[src/rtl/mul_div_unit.sv]
// Iterative radix-2 multiply/divide unit owning the HI/LO registers.
// Signed ops run on magnitudes; signs are re-applied on the final (FIX) edge.
module mul_div_unit #(
  parameter int               WIDTH        = 32,
  parameter logic [WIDTH-1:0] DIVZERO_QUOT = '1
) (
  input  logic             clk,
  input  logic             rst_n,
  input  logic             Start,
  input  logic [2:0]       MDCtl,
  input  logic [WIDTH-1:0] A,
  input  logic [WIDTH-1:0] B,
  input  logic             Flush,
  output logic [WIDTH-1:0] HI,
  output logic [WIDTH-1:0] LO,
  output logic             Busy,
  output logic             Done
);
  localparam int CW = $clog2(WIDTH);

  typedef enum logic [1:0] {IDLE, CALC, FIX} state_t;

  state_t           state, state_nxt;
  logic [CW-1:0]    cnt;
  logic             is_div, psign, rsign, divz;
  logic [WIDTH-1:0] acc, q, opb, a_orig;

  logic             go, mt;
  logic             sgn_op;
  logic [WIDTH-1:0] a_abs, b_abs;
  logic [WIDTH:0]   mul_sum, rem_sh;
  logic [WIDTH-1:0] sub;
  logic             ge;
  logic [2*WIDTH-1:0] prod, prod_fix;
  logic [WIDTH-1:0] quo_fix, rem_fix;

  assign go     = Start && !Flush && (state == IDLE) && !MDCtl[2];
  assign mt     = Start && !Flush && (state == IDLE) && (MDCtl[2:1] == 2'b10);
  assign sgn_op = !MDCtl[0];
  assign a_abs  = (sgn_op && A[WIDTH-1]) ? -A : A;
  assign b_abs  = (sgn_op && B[WIDTH-1]) ? -B : B;

  // Multiply: shift-add, product builds up in {acc, q} as the multiplier shifts out of q.
  assign mul_sum = {1'b0, acc} + {1'b0, (q[0] ? opb : '0)};
  // Divide: restoring, dividend bits shift out of q's top while quotient bits shift in.
  assign rem_sh  = {acc, q[WIDTH-1]};
  assign ge      = rem_sh >= {1'b0, opb};
  assign sub     = rem_sh[WIDTH-1:0] - opb;

  assign prod     = {acc, q};
  assign prod_fix = psign ? -prod : prod;
  assign quo_fix  = psign ? -q : q;
  assign rem_fix  = rsign ? -acc : acc;

  always_comb begin
    state_nxt = state;
    case (state)
      IDLE: if (go) state_nxt = CALC;
      CALC: if (Flush) state_nxt = IDLE;
            else if (cnt == CW'(WIDTH-1)) state_nxt = FIX;
      FIX:  state_nxt = IDLE;
      default: state_nxt = IDLE;
    endcase
  end

  always_ff @(posedge clk or negedge rst_n) begin
    if (!rst_n) state <= IDLE;
    else        state <= state_nxt;
  end

  always_ff @(posedge clk or negedge rst_n) begin
    if (!rst_n) begin
      cnt    <= '0;
      is_div <= 1'b0;
      psign  <= 1'b0;
      rsign  <= 1'b0;
      divz   <= 1'b0;
      acc    <= '0;
      q      <= '0;
      opb    <= '0;
      a_orig <= '0;
      HI     <= '0;
      LO     <= '0;
      Done   <= 1'b0;
    end else begin
      Done <= 1'b0;
      case (state)
        IDLE: begin
          if (go) begin
            cnt    <= '0;
            is_div <= MDCtl[1];
            psign  <= sgn_op && (A[WIDTH-1] ^ B[WIDTH-1]);
            rsign  <= sgn_op && A[WIDTH-1];
            divz   <= MDCtl[1] && (B == '0);
            acc    <= '0;
            q      <= a_abs;
            opb    <= b_abs;
            a_orig <= A;
          end else if (mt) begin
            if (MDCtl[0]) LO <= A;
            else          HI <= A;
          end
        end
        CALC: begin
          cnt <= cnt + 1'b1;
          if (is_div) begin
            acc <= ge ? sub : rem_sh[WIDTH-1:0];
            q   <= {q[WIDTH-2:0], ge};
          end else begin
            acc <= mul_sum[WIDTH:1];
            q   <= {mul_sum[0], q[WIDTH-1:1]};
          end
        end
        FIX: begin
          if (!Flush) begin
            Done <= 1'b1;
            if (!is_div) begin
              HI <= prod_fix[2*WIDTH-1:WIDTH];
              LO <= prod_fix[WIDTH-1:0];
            end else if (divz) begin
              HI <= a_orig;
              LO <= DIVZERO_QUOT;
            end else begin
              HI <= rem_fix;
              LO <= quo_fix;
            end
          end
        end
        default: ;
      endcase
    end
  end

  assign Busy = (state != IDLE);
endmodule

[config.mk]
export PLATFORM = sky130hd
export DESIGN_NAME = mul_div_unit
export DESIGN_NICKNAME = d
export VERILOG_FILES = /design/src/rtl/mul_div_unit.sv
export SDC_FILE = /design/constraint.sdc
export NUM_CORES = 1
export LEC_CHECK = 0
export ABC_AREA = 0
export CORE_MARGIN = 4
export CORE_UTILIZATION = 30
export DETAILED_ROUTE_END_ITERATION = 12
export GPL_TIMING_DRIVEN = 0
export REMOVE_ABC_BUFFERS = 1
export SETUP_SLACK_MARGIN = 0.15
export SYNTH_ARGS = -nofsm -noshare
export SYNTH_HDL_FRONTEND = slang
export SYNTH_SLANG_ARGS = --single-unit
[constraint.sdc]
create_clock -name clk -period 3.9 [get_ports clk]
set_clock_uncertainty 0.05 [all_clocks]
set_input_delay 0.39 -clock clk [delete_from_list [all_inputs] [get_ports clk]]
set_output_delay 0.39 -clock clk [all_outputs]
set_load 0.02 [all_outputs]
==> flow_metrics.tcl, run 1 <==
set metrics [dict create \
    post-route-drc-count 0 \
    synth_cell_type_count 73 \
    upper_clock_frequency_limit_mhz 272.3 \
    routed-via-count 15450 \
    totalPowerFinal_mw 13.43 \
    synth_area_in_compound_gates 0.2478 \
    design_area_um2 19460 \
    grt_resource_usage_total 0.1858 \
    antenna_left 0 \
    post_synth_and_or_nand_nor_area_fraction 0.1920 \
    share_of_cell_area_taken_by_muxes_after_synthesis 0.03986 \
    final_layout_size_suffix_gt1_frac 0.07299 \
    status "complete, no violations" \
    dpl_cell_area_um2 18170 \
    finalNetCount 2274 \
    worst_path_max_delay_cell "sky130_fd_sc_hd__dfrtp_1" \
    setup_viol 0 \
    worst_hold_slack_ns 0.3716 \
    cp.required_ns 4.28 \
    synth_seq_area_share 0.3152 \
    cts.root.buffer_cell "sky130_fd_sc_hd__clkbuf_16" \
    path_delay_family "compound AO/OA/AOI/OAI gates" \
    gr-total-overflow 0 \
    worstSetupStartpointType "flop" \
    drt_wl_total_mm 55.59 \
    htreeDepth 1 \
    ys.flop_type "sky130_fd_sc_hd__dfrtp_1" \
    combinational_family_with_the_most_area_after_synthesis "compound AO/OA/AOI/OAI gates" \
    drtIter0Drc 1212 \
    post-dp-hpwl_mm 40.32 \
    timing.slew.headroom 0.2131 \
    worstMarginPinSlew_ns 1.180 \
    arrival_ns 4.05 \
    cts.sinks 204 \
    io_buffer_count 136 \
    grt_pass1_vias 15000 \
    initial_antenna_violation_count 1 \
    area.growth.synth_to_final_pct 20.12 \
    regArea_um2 5117 \
    drt-pass1-iter-count 5 \
    floorplan_row_count 84 \
    core_um2 52970 \
    timing.critical_path.fanout_max 28 \
    cts_max_path_buffers 3 \
    synth_cells 2079 \
    regToRegStartpoint "acc[2]$_DFFE_PN0P_" \
    maxCapViolCount 0 \
    die_area_um2 57780 \
    globalplace.congestion 0.8903 \
    syn-cell-area_um2 16200 \
    layout.core_utilization 0.3673 \
    antenna_diodes 0 \
    min-delay-path-class "input port to asynchronous set/reset pin" \
    final_min_period_over_clock_period 0.9415 \
    cell_with_the_most_instances_after_synthesis "sky130_fd_sc_hd__nand2_1" \
    share_of_the_synthesized_area_in_the_top_cell_type 0.3152 \
    synth-adder-area-share 0.05654 \
    area_of_combinational_cells_with_multiple_inputs_um2 10520 \
    yosys.area.top_type "sky130_fd_sc_hd__dfrtp_1" \
    critPathKind "flop to flop" \
    peakVddDrop_mv 0.4007 \
    start_util 0.3058 \
    ys_warn_count 0 \
    timing.critical_path.slowest_cell_delay_ns 0.54 \
    grt_max_degree 112 \
    fp.dieH_um 240.4 \
    avgSynthCellArea_um2 7.791 \
    timing.final.max_slew_violations 0 \
    synth-edff-count 0 \
    path_cells "ha_4, nand2_1, a211oi_4, o21ai_0, nand3_1, o21ai_1, a2111oi_4, o32a_4, buf_12, mux2i_1, nor2_1, a221o_1" \
    setup.worst_path.end_class "flop" \
    power.density_nw_per_um2 690.2 \
    worst_setup_hold_path_clk_slew_ns 0.06 \
    synth-xor-area-share 0.09625 \
    synth_commonest_cells "sky130_fd_sc_hd__nand2_1, sky130_fd_sc_hd__o21ai_0, sky130_fd_sc_hd__dfrtp_1, sky130_fd_sc_hd__a21oi_1, sky130_fd_sc_hd__nor2_1" \
    grt_first_pass_wirelength_mm 85.99 \
    crit_buf_inv 1 \
    die_w_um 240.4 \
    tritoncts "done" \
    total_leakage_power_nw 7.963 \
    synth_top_cells_by_area "sky130_fd_sc_hd__dfrtp_1, sky130_fd_sc_hd__nand2_1, sky130_fd_sc_hd__o21ai_0, sky130_fd_sc_hd__xnor2_1, sky130_fd_sc_hd__a21oi_1" \
    ioPinCount 137 \
    clk-insertion-delay-late_ns 0.56 \
    rsz0062_at_grt "true" \
    final.fill_count 5497 \
    report.final.hold_viol_count 0 \
    routed_via_density 5.441 \
    synthArstFlopShare 1.000 \
    cts_made_buffers 26 \
    worst_setup_path_startpoint "acc[2]$_DFFE_PN0P_" \
    detail_route.wl_per_cell_um 19.58 \
    final.min_clock_period_ns 3.672 \
    synth-seq-cells 204 \
    timing.reg2reg.setup_slack_ns 0.23 \
]
kinds of logic (layout without fill, tap and decap cells):
kind of cell | count (synthesis) | in the layout
and+or+nand+nor | 682 | 682
buffers and inverters | 213 | 285
xor gates and xnor gates | 178 | 178
AOI/OAI and AO/OA | 666 | 666
muxes | 64 | 64
DFF | 204 | 204
adders and majority gates | 72 | 72
flip-flops by register name, indices dropped and copies added (netlist names):
name and cells:
divz 1, cnt 5, psign 1, HI 32, Done 1, opb 32, a_orig 32, rsign 1
q 32, is_div 1, acc 32, state 2, LO 32
cells in the final DEF (no fill, tap or decap), types with 6 or more instances in the layout:
master | netlist | final
sky130_fd_sc_hd__nand2_1 | 295 | 294
sky130_fd_sc_hd__o21ai_0 | 211 | 208
sky130_fd_sc_hd__dfrtp_1 | 204 | 196
sky130_fd_sc_hd__a21oi_1 | 182 | 179
sky130_fd_sc_hd__nor2_1 | 161 | 157
sky130_fd_sc_hd__clkdlybuf4s50_1 | 0 | 135
sky130_fd_sc_hd__xnor2_1 | 113 | 113
sky130_fd_sc_hd__inv_1 | 70 | 68
sky130_fd_sc_hd__xor2_1 | 65 | 65
sky130_fd_sc_hd__mux2i_1 | 60 | 60
sky130_fd_sc_hd__ha_1 | 70 | 55
sky130_fd_sc_hd__a211oi_1 | 39 | 38
sky130_fd_sc_hd__o22ai_1 | 39 | 38
sky130_fd_sc_hd__nand3_1 | 36 | 35
sky130_fd_sc_hd__nor3_1 | 29 | 29
sky130_fd_sc_hd__or3_1 | 26 | 26
sky130_fd_sc_hd__clkbuf_16 | 0 | 26
sky130_fd_sc_hd__o31ai_1 | 24 | 24
sky130_fd_sc_hd__a21o_1 | 24 | 24
sky130_fd_sc_hd__nor4_1 | 24 | 22
sky130_fd_sc_hd__a22oi_1 | 20 | 20
sky130_fd_sc_hd__nand2b_1 | 18 | 17
sky130_fd_sc_hd__o21ai_1 | 17 | 17
sky130_fd_sc_hd__o211ai_1 | 16 | 16
sky130_fd_sc_hd__buf_4 | 3 | 16
sky130_fd_sc_hd__or4_1 | 14 | 14
sky130_fd_sc_hd__a31oi_1 | 16 | 14
sky130_fd_sc_hd__and3_1 | 14 | 13
sky130_fd_sc_hd__nor2b_1 | 16 | 13
sky130_fd_sc_hd__nand4_1 | 12 | 12
sky130_fd_sc_hd__o41ai_1 | 13 | 12
sky130_fd_sc_hd__ha_2 | 0 | 12
sky130_fd_sc_hd__or2_2 | 9 | 11
sky130_fd_sc_hd__clkinv_2 | 0 | 9
sky130_fd_sc_hd__o221ai_1 | 8 | 8
sky130_fd_sc_hd__nor3b_1 | 8 | 8
sky130_fd_sc_hd__o21bai_1 | 8 | 8
sky130_fd_sc_hd__dfrtp_2 | 0 | 7
sky130_fd_sc_hd__a221oi_1 | 7 | 6
where the power goes:
| group | leakage [nW] | switching (mW) | total [mW] | internal (mW) |
|---|---|---|---|---|
| clock | 0.462 | 1.03 | 2.64 | 1.61 |
| sequential | 2.52 | 1.01 | 3.70 | 2.68 |
| combinational | 4.98 | 3.96 | 7.09 | 3.13 |
| total | 7.96 | 6.01 | 13.4 | 7.42 |
final timing paths:
check	cells after the start	to
min reg2reg	2	a_orig[24]$_DFFE_PN0P_
max	12	acc[19]$_DFFE_PN0P_
min	2	LO[0]$_DFFE_PN0P_
max reg2reg	12	acc[19]$_DFFE_PN0P_
min in group clk	2	state[1]$_DFFE_PN0P_
max in group asynchronous	3	is_div$_DFFE_PN0P_
stage by stage:
step	worst slack, ns	std cells	setup TNS (ns)
finish	0.2280	2839	0
global route	0.09640	2839	0
floorplan	-0.7226	1938	-46.77
global placement	-6.712	2762	-1897.43
CTS	0.1700	2833	0
detailed placement	-0.8608	2773	-29.14
final cells by class:
cell class | count | area share
Timing Repair inverter | 1 | 0.0003858
Tap cell | 688 | 0.04424
Multi-Input combinational cell | 1662 | 0.5407
Inverter | 72 | 0.01428
Clock buffer | 32 | 0.03614
Sequential cell | 204 | 0.2630
Timing Repair Buffer | 164 | 0.08990
Clock inverter | 16 | 0.01132
per-layer routing:
metal | vias to the layer above | wire [µm] | GRT usage
li1 | 7540 | - | -
met1 | 7369 | 25310 | 0.2545
met2 | 469 | 25960 | 0.3104
met3 | 70 | 2996 | 0.02661
met4 | 0 | 1330 | 0.04565
met5 | - | 0 | 0
what timing repair did:
item | in CTS | in global routing
endpoints found under the hold margin | 93 | 0
resized for setup | 17 | 38
gates cloned | 1 | 0
pin swaps | 3 | 6
hold buffers | 1 | 0
buffers inserted | 10 | 6
endpoints found under the setup margin | 55 | 22
Power figures use the tool's default switching activity.
==> inputs of run 2 (changes only) <==
CAP_MARGIN = 20   (was default)
REMOVE_ABC_BUFFERS = default   (was 1)
==> run 2 against run 1 <==
  * Sequential cell count unchanged
  * Combinational power up 6.8%
  * Global-route usage up 3.6 points
  * Critical path type unchanged
  * Largest cell class unchanged
==> flow_metrics.tcl, run 2 (synthesis gave the netlist of run 1 again) <==
set metrics [dict create \
    ioPinCount 137 \
    reg_to_reg_endpoint "acc[24]$_DFFE_PN0P_" \
    die_w_um 240.4 \
    routed-via-count 16740 \
    fp.dieH_um 240.4 \
    design_area_um2 19570 \
    layout.cells.most_common_list "sky130_fd_sc_hd__nand2_1, sky130_fd_sc_hd__o21ai_0, sky130_fd_sc_hd__dfrtp_1, sky130_fd_sc_hd__a21oi_1, sky130_fd_sc_hd__nor2_1" \
    final_common_cell "sky130_fd_sc_hd__nand2_1" \
    global_route.usage.met1 0.3061 \
    min-delay-path-class "input port to flop" \
    grtUsageMet2 0.3560 \
    worstSetupStartpointType "flop" \
    grt_pass1_vias 16080 \
    critPathKind "flop to flop" \
    cts.sinks 204 \
    rr_worst_depth 14 \
    layout.core_utilization 0.3695 \
    routed_via_density 5.666 \
    post-route-drc-count 0 \
    syn_nets 2222 \
    floorplan_row_count 84 \
    start_util 0.3058 \
    grt_resource_usage_total 0.2216 \
    regArea_um2 5107 \
    dpl_cell_area_um2 18430 \
    gr-total-overflow 0 \
    final.min_clock_period_ns 3.681 \
    initial_antenna_violation_count 1 \
    status "complete, no violations" \
    finalNetCount 2390 \
    timing.slew.headroom 0.3289 \
    grt_max_degree 109 \
    drt-pass1-iter-count 5 \
    timing.reg2reg.setup_slack_ns 0.22 \
    drt_wl_total_mm 66.05 \
    final_layout_size_suffix_gt1_frac 0.05163 \
    dpl.cell_count 2903 \
    upper_clock_frequency_limit_mhz 271.7 \
    rsz0062_at_grt "true" \
    pre_cts_ws_ns -0.5583 \
    min_delay_path_depth 3 \
    finalWorstSetupSlack_ns 0.2190 \
    setup.worst_path.end_class "flop" \
    core_um2 52970 \
    cts.root.buffer_cell "sky130_fd_sc_hd__clkbuf_16" \
    met3_capacity_usage_during_global_routing 0.03602 \
    area_of_combinational_cells_with_multiple_inputs_um2 10390 \
    detail_route.wl_per_cell_um 22.36 \
    timing.critical_path.fanout_max 4 \
    timing.final.max_slew_violations 0 \
    regToRegStartpoint "q[31]$_DFFE_PN0P_" \
    htreeDepth 1 \
    timing.hold.worst.start "A[22]" \
    post-dp-hpwl_mm 51.27 \
    tritoncts "done" \
    peakVddDrop_mv 0.2502 \
    maxCapViolCount 0 \
    io_buffer_count 132 \
    drtIter0Drc 1665 \
    cp.required_ns 4.26 \
    final.fill_count 5663 \
    area.growth.synth_to_final_pct 20.84 \
    globalplace.congestion 0.9564 \
    antenna_diodes 0 \
    report.final.hold_viol_count 0 \
    power.density_nw_per_um2 697.2 \
    final_min_period_over_clock_period 0.9438 \
    grt_first_pass_wirelength_mm 98.97 \
    die_area_um2 57780 \
    totalPowerFinal_mw 13.65 \
    total_leakage_power_nw 8.057 \
    worstHoldEndpoint "a_orig[22]$_DFFE_PN0P_" \
    antenna_left 0 \
    arrival_ns 4.04 \
    setup_viol 0 \
    cts_max_path_buffers 3 \
    worst_setup_hold_path_clk_slew_ns 0.07 \
    worstMarginPinSlew_ns 1.003 \
    cts_made_buffers 26 \
    clk-insertion-delay-late_ns 0.57 \
    grt-busiest-layer "met2" \
    post_route_insts_no_fill 2954 \
]
## run 2: changes by cell type in the layout (fill, tap and decap cells not counted), sizes merged
| cell | delta |
|---|---|
| clkbuf | +125 |
| clkinv | -7 |
| clkdlybuf4s50 | -4 |
| clkinvlp | -3 |
| inv | +3 |
| buf | +2 |
| bufinv | -1 |
## run 2: cell type report
type | instances | share of cell area
multi-input combinational | 1662 | 0.5309
clock buffer | 38 | 0.03963
sequential | 204 | 0.2609
inverter | 72 | 0.01381
buffer | 141 | 0.03087
clock inverter | 9 | 0.008182
tap | 688 | 0.04398
timing repair buffer | 140 | 0.07172
## run 2: per-layer routing
layer | wire, µm | part of all wire
met2 | 29770 | 0.45
met5 | 0 | 0
met3 | 5479 | 0.083
met4 | 2422 | 0.037
met1 | 28380 | 0.43
## run 2: worst max path at each step
stage	startpoint	to	slack, ns	cells past startpoint
4_1_cts	q[0]$_DFFE_PN0P_	acc[31]$_DFFE_PN0P_	0.07	15
6_report	q[31]$_DFFE_PN0P_	acc[24]$_DFFE_PN0P_	0.22	14
3_3_place_gp	rst_n	acc[22]$_DFFE_PN0P_	-6.54	1
2_1_floorplan	q[0]$_DFFE_PN0P_	acc[31]$_DFFE_PN0P_	0.49	14
5_1_grt	q[0]$_DFFE_PN0P_	acc[31]$_DFFE_PN0P_	0.12	15
3_5_place_dp	q[0]$_DFFE_PN0P_	acc[31]$_DFFE_PN0P_	-0.56	14
## run 2: where the power goes
| group | switching, mW | internal (mW) | total (mW) | leakage, nW |
|---|---|---|---|---|
| Clock | 1.03 | 1.64 | 2.67 | 0.462 |
| Combinational | 4.51 | 3.07 | 7.57 | 5.07 |
| Sequential | 0.727 | 2.68 | 3.41 | 2.53 |
## run 2: worst max-delay path, cell delays in order (launching register included)
cell,delay [ns]
sky130_fd_sc_hd__dfrtp_2,0.47
sky130_fd_sc_hd__inv_1,0.18
sky130_fd_sc_hd__ha_1,0.20
sky130_fd_sc_hd__inv_1,0.06
sky130_fd_sc_hd__fa_1,0.42
sky130_fd_sc_hd__a21oi_2,0.21
sky130_fd_sc_hd__o211ai_1,0.16
sky130_fd_sc_hd__a311oi_2,0.30
sky130_fd_sc_hd__buf_4,0.18
sky130_fd_sc_hd__o31a_1,0.22
sky130_fd_sc_hd__o21bai_1,0.08
sky130_fd_sc_hd__a21o_1,0.21
sky130_fd_sc_hd__a221oi_1,0.39
sky130_fd_sc_hd__xor2_1,0.26
sky130_fd_sc_hd__o21ai_0,0.13
## run 2: stage by stage
| stage | hold WS [ns] | setup TNS [ns] |
|---|---|---|
| final | 0.06724 | 0 |
| after global routing | 0.06665 | 0 |
| after CTS | 0.05009 | 0 |
| after detailed placement | 0.4080 | -8.448 |
| after global placement | 0.4073 | -1335.20 |
| after floorplan | 0.04441 | 0 |
## run 2: repair_timing
action | 4_1_cts | 5_1_grt
endpoints found under the hold margin | 96 | 0
buffers inserted | 2 | 0
pin swaps | 2 | 2
resized for setup | 19 | 29
endpoints found under the setup margin | 46 | 39
hold buffers | 1 | 0
